File: config.mk
export PLATFORM = sky130hd
export DESIGN_NAME = rvb_xperm_seq
export DESIGN_NICKNAME = d
export VERILOG_FILES = /design/src/rtl/rvb_xperm_seq_pkg.sv /design/src/rtl/rvb_xperm_decode.sv /design/src/rtl/rvb_xperm_seq.sv
export SDC_FILE = /design/constraint.sdc
export NUM_CORES = 1
export LEC_CHECK = 0
export CAP_MARGIN = 25
export CORE_ASPECT_RATIO = 1.4
export CORE_MARGIN = 2
export CORE_UTILIZATION = 35
export CTS_CLUSTER_DIAMETER = 120
export DETAILED_ROUTE_END_ITERATION = 12
export GPL_TIMING_DRIVEN = 0
export PLACE_DENSITY = 0.76
export SLEW_MARGIN = 15
export SYNTH_ARGS = -nofsm -noshare
export SYNTH_HDL_FRONTEND = slang
export SYNTH_HIERARCHICAL = 1
export SYNTH_SLANG_ARGS = --single-unit
File: constraint.sdc
create_clock -name clk -period 1.7 [get_ports clk]
set_clock_uncertainty 0.15 [all_clocks]
set_input_delay 0.255 -clock clk [delete_from_list [all_inputs] [get_ports clk]]
set_output_delay 0.255 -clock clk [all_outputs]
set_load 0.02 [all_outputs]
File: src/rtl/rvb_xperm_seq_pkg.sv
// Shared bitmanip definitions for the Zbkx crossbar-permutation sequencer:
// decode constants, FSM encoding and settle-counter width.
package rvb_xperm_seq_pkg;

   localparam logic [31:0] XPERM_MASK   = 32'hFE00707F;
   localparam logic [31:0] XPERM4_MATCH = 32'h28002033;
   localparam logic [31:0] XPERM8_MATCH = 32'h28004033;

   localparam int unsigned CNT_W = 4;
   typedef logic [CNT_W-1:0] cnt_t;

   typedef enum logic [1:0] {
      ST_IDLE,
      ST_DRIVE,
      ST_WAIT,
      ST_DONE
   } state_e;

endpackage

File: src/rtl/rvb_xperm_decode.sv
// Combinational Zbkx decoder: classifies an instruction word as xperm4,
// xperm8 or illegal.
module rvb_xperm_decode
   import rvb_xperm_seq_pkg::*;
(
   input  logic [31:0] insn,
   output logic        is_xperm_n,
   output logic        is_xperm_b,
   output logic        illegal
);

   logic [31:0] masked;

   always_comb begin
      masked     = insn & XPERM_MASK;
      is_xperm_n = (masked == XPERM4_MATCH);
      is_xperm_b = (masked == XPERM8_MATCH);
      illegal    = ~(is_xperm_n | is_xperm_b);
   end

endmodule

File: src/rtl/rvb_xperm_seq.sv
// Sequencer in front of the rvb_xperm crossbar unit: accepts a decoded
// instruction, drives the unit for a settle window and returns its result.
module rvb_xperm_seq
   import rvb_xperm_seq_pkg::*;
#(
   parameter int unsigned SETTLE_CYCLES = 1
)
(
   input  logic        clk,
   input  logic        resetn,
   input  logic        in_valid,
   output logic        in_ready,
   input  logic [31:0] in_insn,
   input  logic [31:0] in_rs1,
   input  logic [31:0] in_rs2,
   input  logic [4:0]  in_rd,
   output logic        xperm_valid,
   output logic        op_xperm_n,
   output logic        op_xperm_b,
   output logic [31:0] xp_rs1,
   output logic [31:0] xp_rs2,
   input  logic [31:0] xp_res,
   output logic        out_valid,
   input  logic        out_ready,
   output logic [31:0] out_data,
   output logic [4:0]  out_rd,
   output logic        out_illegal,
   output logic        busy
);

   localparam cnt_t CNT_LOAD = cnt_t'(SETTLE_CYCLES - 1);

   state_e      state_q, state_d;
   cnt_t        cnt_q, cnt_d;
   logic [31:0] rs1_q, rs1_d;
   logic [31:0] rs2_q, rs2_d;
   logic [31:0] data_q, data_d;
   logic [4:0]  rd_q, rd_d;
   logic        op_n_q, op_n_d;
   logic        op_b_q, op_b_d;
   logic        illegal_q, illegal_d;

   logic        dec_n, dec_b, dec_ill;

   rvb_xperm_decode u_decode (
      .insn       (in_insn),
      .is_xperm_n (dec_n),
      .is_xperm_b (dec_b),
      .illegal    (dec_ill)
   );

   always_ff @(posedge clk or negedge resetn) begin
      if (!resetn) begin
         state_q   <= ST_IDLE;
         cnt_q     <= '0;
         rs1_q     <= '0;
         rs2_q     <= '0;
         data_q    <= '0;
         rd_q      <= '0;
         op_n_q    <= 1'b0;
         op_b_q    <= 1'b0;
         illegal_q <= 1'b0;
      end else begin
         state_q   <= state_d;
         cnt_q     <= cnt_d;
         rs1_q     <= rs1_d;
         rs2_q     <= rs2_d;
         data_q    <= data_d;
         rd_q      <= rd_d;
         op_n_q    <= op_n_d;
         op_b_q    <= op_b_d;
         illegal_q <= illegal_d;
      end
   end

   always_comb begin
      state_d = state_q;
      unique case (state_q)
         ST_IDLE:  if (in_valid) state_d = dec_ill ? ST_DONE : ST_DRIVE;
         ST_DRIVE: state_d = ST_WAIT;
         ST_WAIT:  if (cnt_q == '0) state_d = ST_DONE;
         ST_DONE:  if (out_ready) state_d = ST_IDLE;
         default:  state_d = ST_IDLE;
      endcase
   end

   always_comb begin
      cnt_d     = cnt_q;
      rs1_d     = rs1_q;
      rs2_d     = rs2_q;
      data_d    = data_q;
      rd_d      = rd_q;
      op_n_d    = op_n_q;
      op_b_d    = op_b_q;
      illegal_d = illegal_q;
      unique case (state_q)
         ST_IDLE: begin
            if (in_valid) begin
               rd_d = in_rd;
               if (dec_ill) begin
                  illegal_d = 1'b1;
                  data_d    = '0;
                  op_n_d    = 1'b0;
                  op_b_d    = 1'b0;
               end else begin
                  illegal_d = 1'b0;
                  rs1_d     = in_rs1;
                  rs2_d     = in_rs2;
                  op_n_d    = dec_n;
                  op_b_d    = dec_b;
                  cnt_d     = CNT_LOAD;
               end
            end
         end
         ST_WAIT: begin
            // Selects drop on the capture edge so they already read 0 back in IDLE
            if (cnt_q == '0) begin
               data_d = xp_res;
               op_n_d = 1'b0;
               op_b_d = 1'b0;
            end else begin
               cnt_d = cnt_q - 1'b1;
            end
         end
         default: ;
      endcase
   end

   always_comb begin
      in_ready    = (state_q == ST_IDLE);
      busy        = (state_q != ST_IDLE);
      xperm_valid = (state_q == ST_DRIVE) || (state_q == ST_WAIT);
      out_valid   = (state_q == ST_DONE);
      op_xperm_n  = op_n_q;
      op_xperm_b  = op_b_q;
      xp_rs1      = rs1_q;
      xp_rs2      = rs2_q;
      out_data    = data_q;
      out_rd      = rd_q;
      out_illegal = illegal_q;
   end

endmodule

== After elaboration in Yosys (flattened, before gate mapping) ==
Index checks and enable logic that the tools add are counted.

* $add $sub $neg: 1
* Eq/ne operators: 11
* Multiplexer cells: 21
* Bitwise gates (word level): 1
* Reduce and logical (&&, ||, !) cells: 11

{| class="wikitable"
|+ Operators by type and width
! operator !! number
|-
| 2-to-1 mux 32 bit || 3
|-
| one-hot mux 32 bit (2 select lines) || 1
|-
| equality test 17 x 15 -> 1 bit, second input constant || 2
|-
| 2-to-1 mux 4 bit || 3
|-
| AND reduction 3 bit || 3
|-
| 2-to-1 mux 2 bit || 4
|-
| != test 2 bit, second input constant || 4
|-
| one-hot mux 2 bit (4 select lines) || 1
|-
| one-hot mux 4 bit (2 select lines) || 1
|-
| AND reduction 4 bit || 2
|-
| 2-to-1 mux 1 bit || 6
|-
| equality test 2 bit, second input constant || 2
|-
| logical NOT 4 bit || 1
|-
| != test 2 x 1 -> 1 bit, second input constant || 2
|-
| one-hot mux 1 bit (2 select lines) || 2
|-
| nonzero test 2 bit || 2
|-
| subtractor 4 x 1 -> 4 bit, second input constant || 1
|-
| equality test 2 x 1 -> 1 bit, second input constant || 1
|-
| logical NOT 2 bit || 1
|-
| AND reduction 2 bit || 1
|-
| logical OR 1 bit || 1
|-
| OR 1 bit || 1
|}

* Register bits after elaboration: 110
* Input port bits: 137
* Logic and storage cells: 54

== Logic depth before layout (Yosys ltp) ==
* Word-level depth: 5
* Gate-level depth with buffers: 8
* Depth with buffers taken out: 6

== Modules after synthesis ==
The synthesis kept the hierarchy.

{| class="wikitable"
|+ By module, submodules not included
! module !! times used !! cells each !! area each (um^2) !! sequential area each (um^2)
|-
| rvb_xperm_seq || 1 || 276 || 4301.6 || 2752.6
|-
| rvb_xperm_decode || 1 || 9 || 107.6 || 0.0
|}

== Worst setup path after synthesis ==
OpenSTA, ideal clock, no wires.

* Kind: input port to flip-flop
* From: input in_insn[26]
* To: register rs2_q[10], in the netlist xp_rs2[10]
* Library setup time: 128 ps
* Arrival: 1780 ps
* Required time: 1422 ps
* Setup slack: -358 ps
* Stages: 7
* Buffers on the path: 2
* Cell sequence: nor4b_2 -> nand4_2 -> nand2b_1 -> nand3b_1 -> buf_2 -> buf_2 -> mux2_1

* Cells in the longest elaborated chain, start to end: 3
* Elaborated cells on any way between the ends: 4
* Those cells by class: eq/ne (2); bitwise (1); reduce/logical (1)

{| class="wikitable"
|+ RTL lines
! element !! RTL line !! RTL
|-
| start: declaration || rvb_xperm_seq.sv:13 || <nowiki>input logic [31:0] in_insn,</nowiki>
|-
| equality test 17 x 15 -> 1 bit (on tied branches) || rvb_xperm_decode.sv:16, rvb_xperm_decode.sv:17 ||
|-
| OR 1 bit * || rvb_xperm_decode.sv:18 || <nowiki>illegal = ~(is_xperm_n | is_xperm_b);</nowiki>
|-
| AND reduction 3 bit (no line) * || n/a ||
|-
| end signal: assignment || rvb_xperm_seq.sv:67 || <nowiki>rs2_q <= rs2_d;</nowiki>
|-
| end: declaration || rvb_xperm_seq.sv:36 || <nowiki>logic [31:0] rs2_q, rs2_d;</nowiki>
|}

Every way passes the cells marked *; elsewhere a longest branch is shown, timed or not.
A chain may end at the register's enable or synchronous reset.

== Worst setup path in the final report ==
* From: register cnt_q[1]
* To: register data_q[11], in the netlist out_data[11]

* Cells in the longest elaborated chain, start to end: 3

{| class="wikitable"
|+ RTL lines
! element !! RTL line !! RTL
|-
| start: declaration || rvb_xperm_seq.sv:34 || <nowiki>cnt_t cnt_q, cnt_d;</nowiki>
|-
| start signal: assignment || rvb_xperm_seq.sv:65 || <nowiki>cnt_q <= cnt_d;</nowiki>
|-
| logical NOT 4 bit || rvb_xperm_seq.sv:117 || <nowiki>if (cnt_q == '0) begin</nowiki>
|-
| != test 2 bit (no line) || n/a ||
|-
| AND reduction 4 bit (no line) || n/a ||
|-
| end signal: assignment || rvb_xperm_seq.sv:68 || <nowiki>data_q <= data_d;</nowiki>
|-
| end: declaration || rvb_xperm_seq.sv:37 || <nowiki>logic [31:0] data_q, data_d;</nowiki>
|}

Every way passes these cells.

==> flow_metrics.py <==
metrics = {
    "worst_setup_path": {
        "path_delay_family": "compound AO/OA/AOI/OAI gates",
        "reg2regPathDepth": 6,
        "crit_fanout": 10,
        "worstPathRequired_ns": 1.78,
        "worstSetupPathType": "flip-flop to flip-flop",
        "r2r-start": "cnt_q[1]$_DFFE_PN0P_",
        "path_depth": 6,
        "timing.rr.end": "out_data[11]$_DFFE_PN0P_",
        "cp-end-kind": "flip-flop",
        "crit_arrival_ns": 2.00,
        "cp_num_buf_inv": 2,
        "worstPathCellList": "inv_2 > ha_4 > or3b_4 > a22o_4 > buf_6 > a22o_1",
        "cp-start-kind": "flip-flop",
        "slowest_stage": "or3b_4",
        "r2r_slack_ns": -0.21,
        "cpPeakStageDelay_ns": 0.40,
    },
    "detailed_routing": {
        "num_vias": 3521,
        "via_per_inst": 4.95,
        "wl_um": 13000,
        "dr.pass1.iters": 4,
        "avgRoutedWirePerCell_um": 18.2,
        "drt-initial-drc-count": 70,
        "antenna_left": 0,
        "drc": 0,
    },
    "layout": {
        "area_growth_pct": 76.2,
        "num-fill-cells": 953,
        "fin_nets": 700,
        "final_cells": 712,
        "drive_above_1_share": 0.267,
        "antennaDiodeCount": 0,
        "final_area_um2": 7770,
    },
    "cts": {
        "htree_levels": 3,
        "numCtsBuffers": 9,
        "clock_sinks": 110,
        "cts_tree": "built",
        "clk_pin_slew_worst_paths_ns": 0.07,
        "root_buffer": "clkbuf_16",
        "clock_path_buffers": 2,
        "clock_latency_ns": 0.34,
    },
    "sta": {
        "rsz0062_at_grt": "yes",
        "fmax_mhz": 522,
        "layout_min_cycle_time_ns": 1.91,
        "min_period_over_period": 1.13,
        "fin_ws_ns": -0.214,
        "final-setup-viol-count": 110,
        "slew_viol_final": 0,
        "maxSlewHeadroom": 0.640,
        "hold_viol_final": 0,
        "tightest_slew_ns": 0.540,
    },
    "synthesis": {
        "synth_top_area_share": 0.624,
        "synth_ff_type": "dfrtp_1",
        "ys_top_cells_by_count": "dfrtp_1 (110), mux2_1 (64), a22o_1 (37)",
        "yosysSeqAreaShare": 0.624,
        "synthCells": 285,
        "synthArstFlopShare": 1.00,
        "post-synth-top-count-cell": "dfrtp_1",
        "synth_seq_cells": 110,
        "netlist_area_um2": 4410,
        "ys_warn_count": 6,
        "synth_top_area_cell": "dfrtp_1",
        "yosys-top-cells-area": "dfrtp_1 (62%), mux2_1 (16%), a22o_1 (7.3%)",
        "synth_nets": 428,
        "ys_types": 37,
        "synth_edf_count": 0,
        "avgSynthCellArea_um2": 15.5,
    },
    "die": {
        "start_util": 0.358,
        "die_y_um": 137,
        "ios": 245,
        "core_area_um2": 12300,
        "die_area_um2": 13500,
        "row_count": 48,
        "die_w_um": 98.9,
    },
    "grt": {
        "track_usage": 0.191,
        "grt_pass1_vias": 3918,
        "globalRouteOverflowTotal": 0,
        "antenna_found_initial": 0,
        "grt_max_degree": 58,
        "grt_pass1_wl_um": 20400,
    },
    "power_and_ir_drop": {
        "ir_drop_v": 0.000935,
        "p_per_area_nw_per_um2": 1120,
        "p_leak_nw": 4.25,
    },
    "run_status": {
        "violations": "negative setup slack",
        "status": "complete, but fails checks",
    },
    "place": {
        "dp_hpwl_um": 9040,
        "port-buffer-count": 229,
        "dp.cells": 665,
        "gp_congestion": 0.736,
        "placed_cell_area_um2": 6960,
    },
    "min_path": {
        "hold_class": "input port to async pin",
    },
    "flow_run": {
        "drv_cap": 0,
    },
}
## worst register-to-register path, delay by kind of cell (launching register included)
family,cells,cell delay (ns)
adder cells (fa/ha/maj),1,0.13
flip-flops,1,0.39
AO/OA/AOI/OAI,2,0.49
buffers and inverters,2,0.24
AND/OR/NAND/NOR,1,0.40
## layer usage
| metal | vias to the layer above | track usage | part of all wire |
|---|---|---|---|
| li1 | 1588 | - | - |
| met1 | 1744 | 0.214 | 0.37 |
| met2 | 164 | 0.339 | 0.53 |
| met3 | 25 | 0.0557 | 0.074 |
| met4 | 0 | 0.0753 | 0.026 |
| met5 | - | 0 | 0 |
## worst max-delay path by stage
stage,from,to
after global placement,resetn,out_data[24]$_DFFE_PN0P_
after detailed placement,in_insn[26],xp_rs2[17]$_DFFE_PN0P_
final,cnt_q[1]$_DFFE_PN0P_,out_data[11]$_DFFE_PN0P_
after CTS,state_q[0]$_DFFE_PN0P_,xp_rs1[19]$_DFFE_PN0P_
after floorplan,in_insn[26],xp_rs2[10]$_DFFE_PN0P_
after global routing,state_q[0]$_DFFE_PN0P_,cnt_q[0]$_DFFE_PN0P_
## final cells by class
type / count / area [um2] / share of cell area
sequential: 110 / 2750 / 0.354
timing repair buffer: 261 / 2520 / 0.324
multi-input combinational: 152 / 1800 / 0.231
clock buffer: 11 / 233 / 0.0300
buffer: 15 / 189 / 0.0243
tap: 150 / 188 / 0.0242
clock inverter: 5 / 60.1 / 0.00773
inverter: 8 / 30.0 / 0.00387
## per-stage QoR
| step | util | worst slack, ns | setup TNS, ns | total power, W | hold slack [ns] |
|---|---|---|---|---|---|
| 3_3_place_gp | 0.563 | -3.86 | -513.91 | 0.00658 | 0.321 |
| 6_report | 0.631 | -0.214 | -17.61 | 0.00867 | 0.321 |
| 2_1_floorplan | - | -0.235 | -17.08 | 0.00509 | -0.191 |
| 4_1_cts | 0.626 | -0.232 | -15.84 | 0.00867 | 0.315 |
| 5_1_grt | 0.631 | -0.311 | -26.65 | 0.00910 | 0.350 |
| 3_5_place_dp | 0.566 | -1.06 | -90.71 | 0.00668 | 0.108 |
## report_power, final
| part | internal [W] | leakage [nW] | switching [W] |
|---|---|---|---|
| registers | 0.00305 | 1.50 | 0.000240 |
| clock network | 0.00114 | 0.128 | 0.000935 |
| logic | 0.00161 | 2.62 | 0.00170 |
## cells in the final DEF, fill, tap and decap left out, drive strengths merged, types with 3 or more instances in the layout
cell,Yosys,layout
clkdlybuf4s15,0,3
clkbuf,0,13
buf,15,53
dfrtp,110,110
ha,6,6
dlygate4sd2,0,114
inv,7,7
a22o,38,38
clkinvlp,0,4
clkdlybuf4s50,0,103
nand2,4,4
mux2,69,69
nand2b,3,3
o21ai,3,3
## registers in the layout, summed over array words and instances (netlist names)
signal	flops
cnt_q	4
xp_rs2	32
out_rd	5
op_xperm_b	1
out_illegal	1
xp_rs1	32
out_data	32
op_xperm_n	1
state_q	2
## repair_timing
action | 4_1_cts | 5_1_grt
hold endpoints to repair | 56 | 0
gates cloned | 7 | 1
pin swaps | 11 | 3
setup endpoints to repair | 212 | 112
buffers inserted | 21 | 2
hold buffers | 1 | 0
resized for setup | 240 | 12
## logic make-up (layout without fill, tap and decap cells)
family	Yosys count	after routing	share of synthesized area
flip-flops	110	110	0.624
multiplexers	71	71	0.181
AO/OA/AOI/OAI	50	50	0.0982
AND/OR/NAND/NOR	24	24	0.0468
buffers and inverters	23	300	0.0309
adder cells (fa/ha/maj)	6	6	0.0170
XOR/XNOR	1	1	0.00199
(Power assumes the default switching activity.)
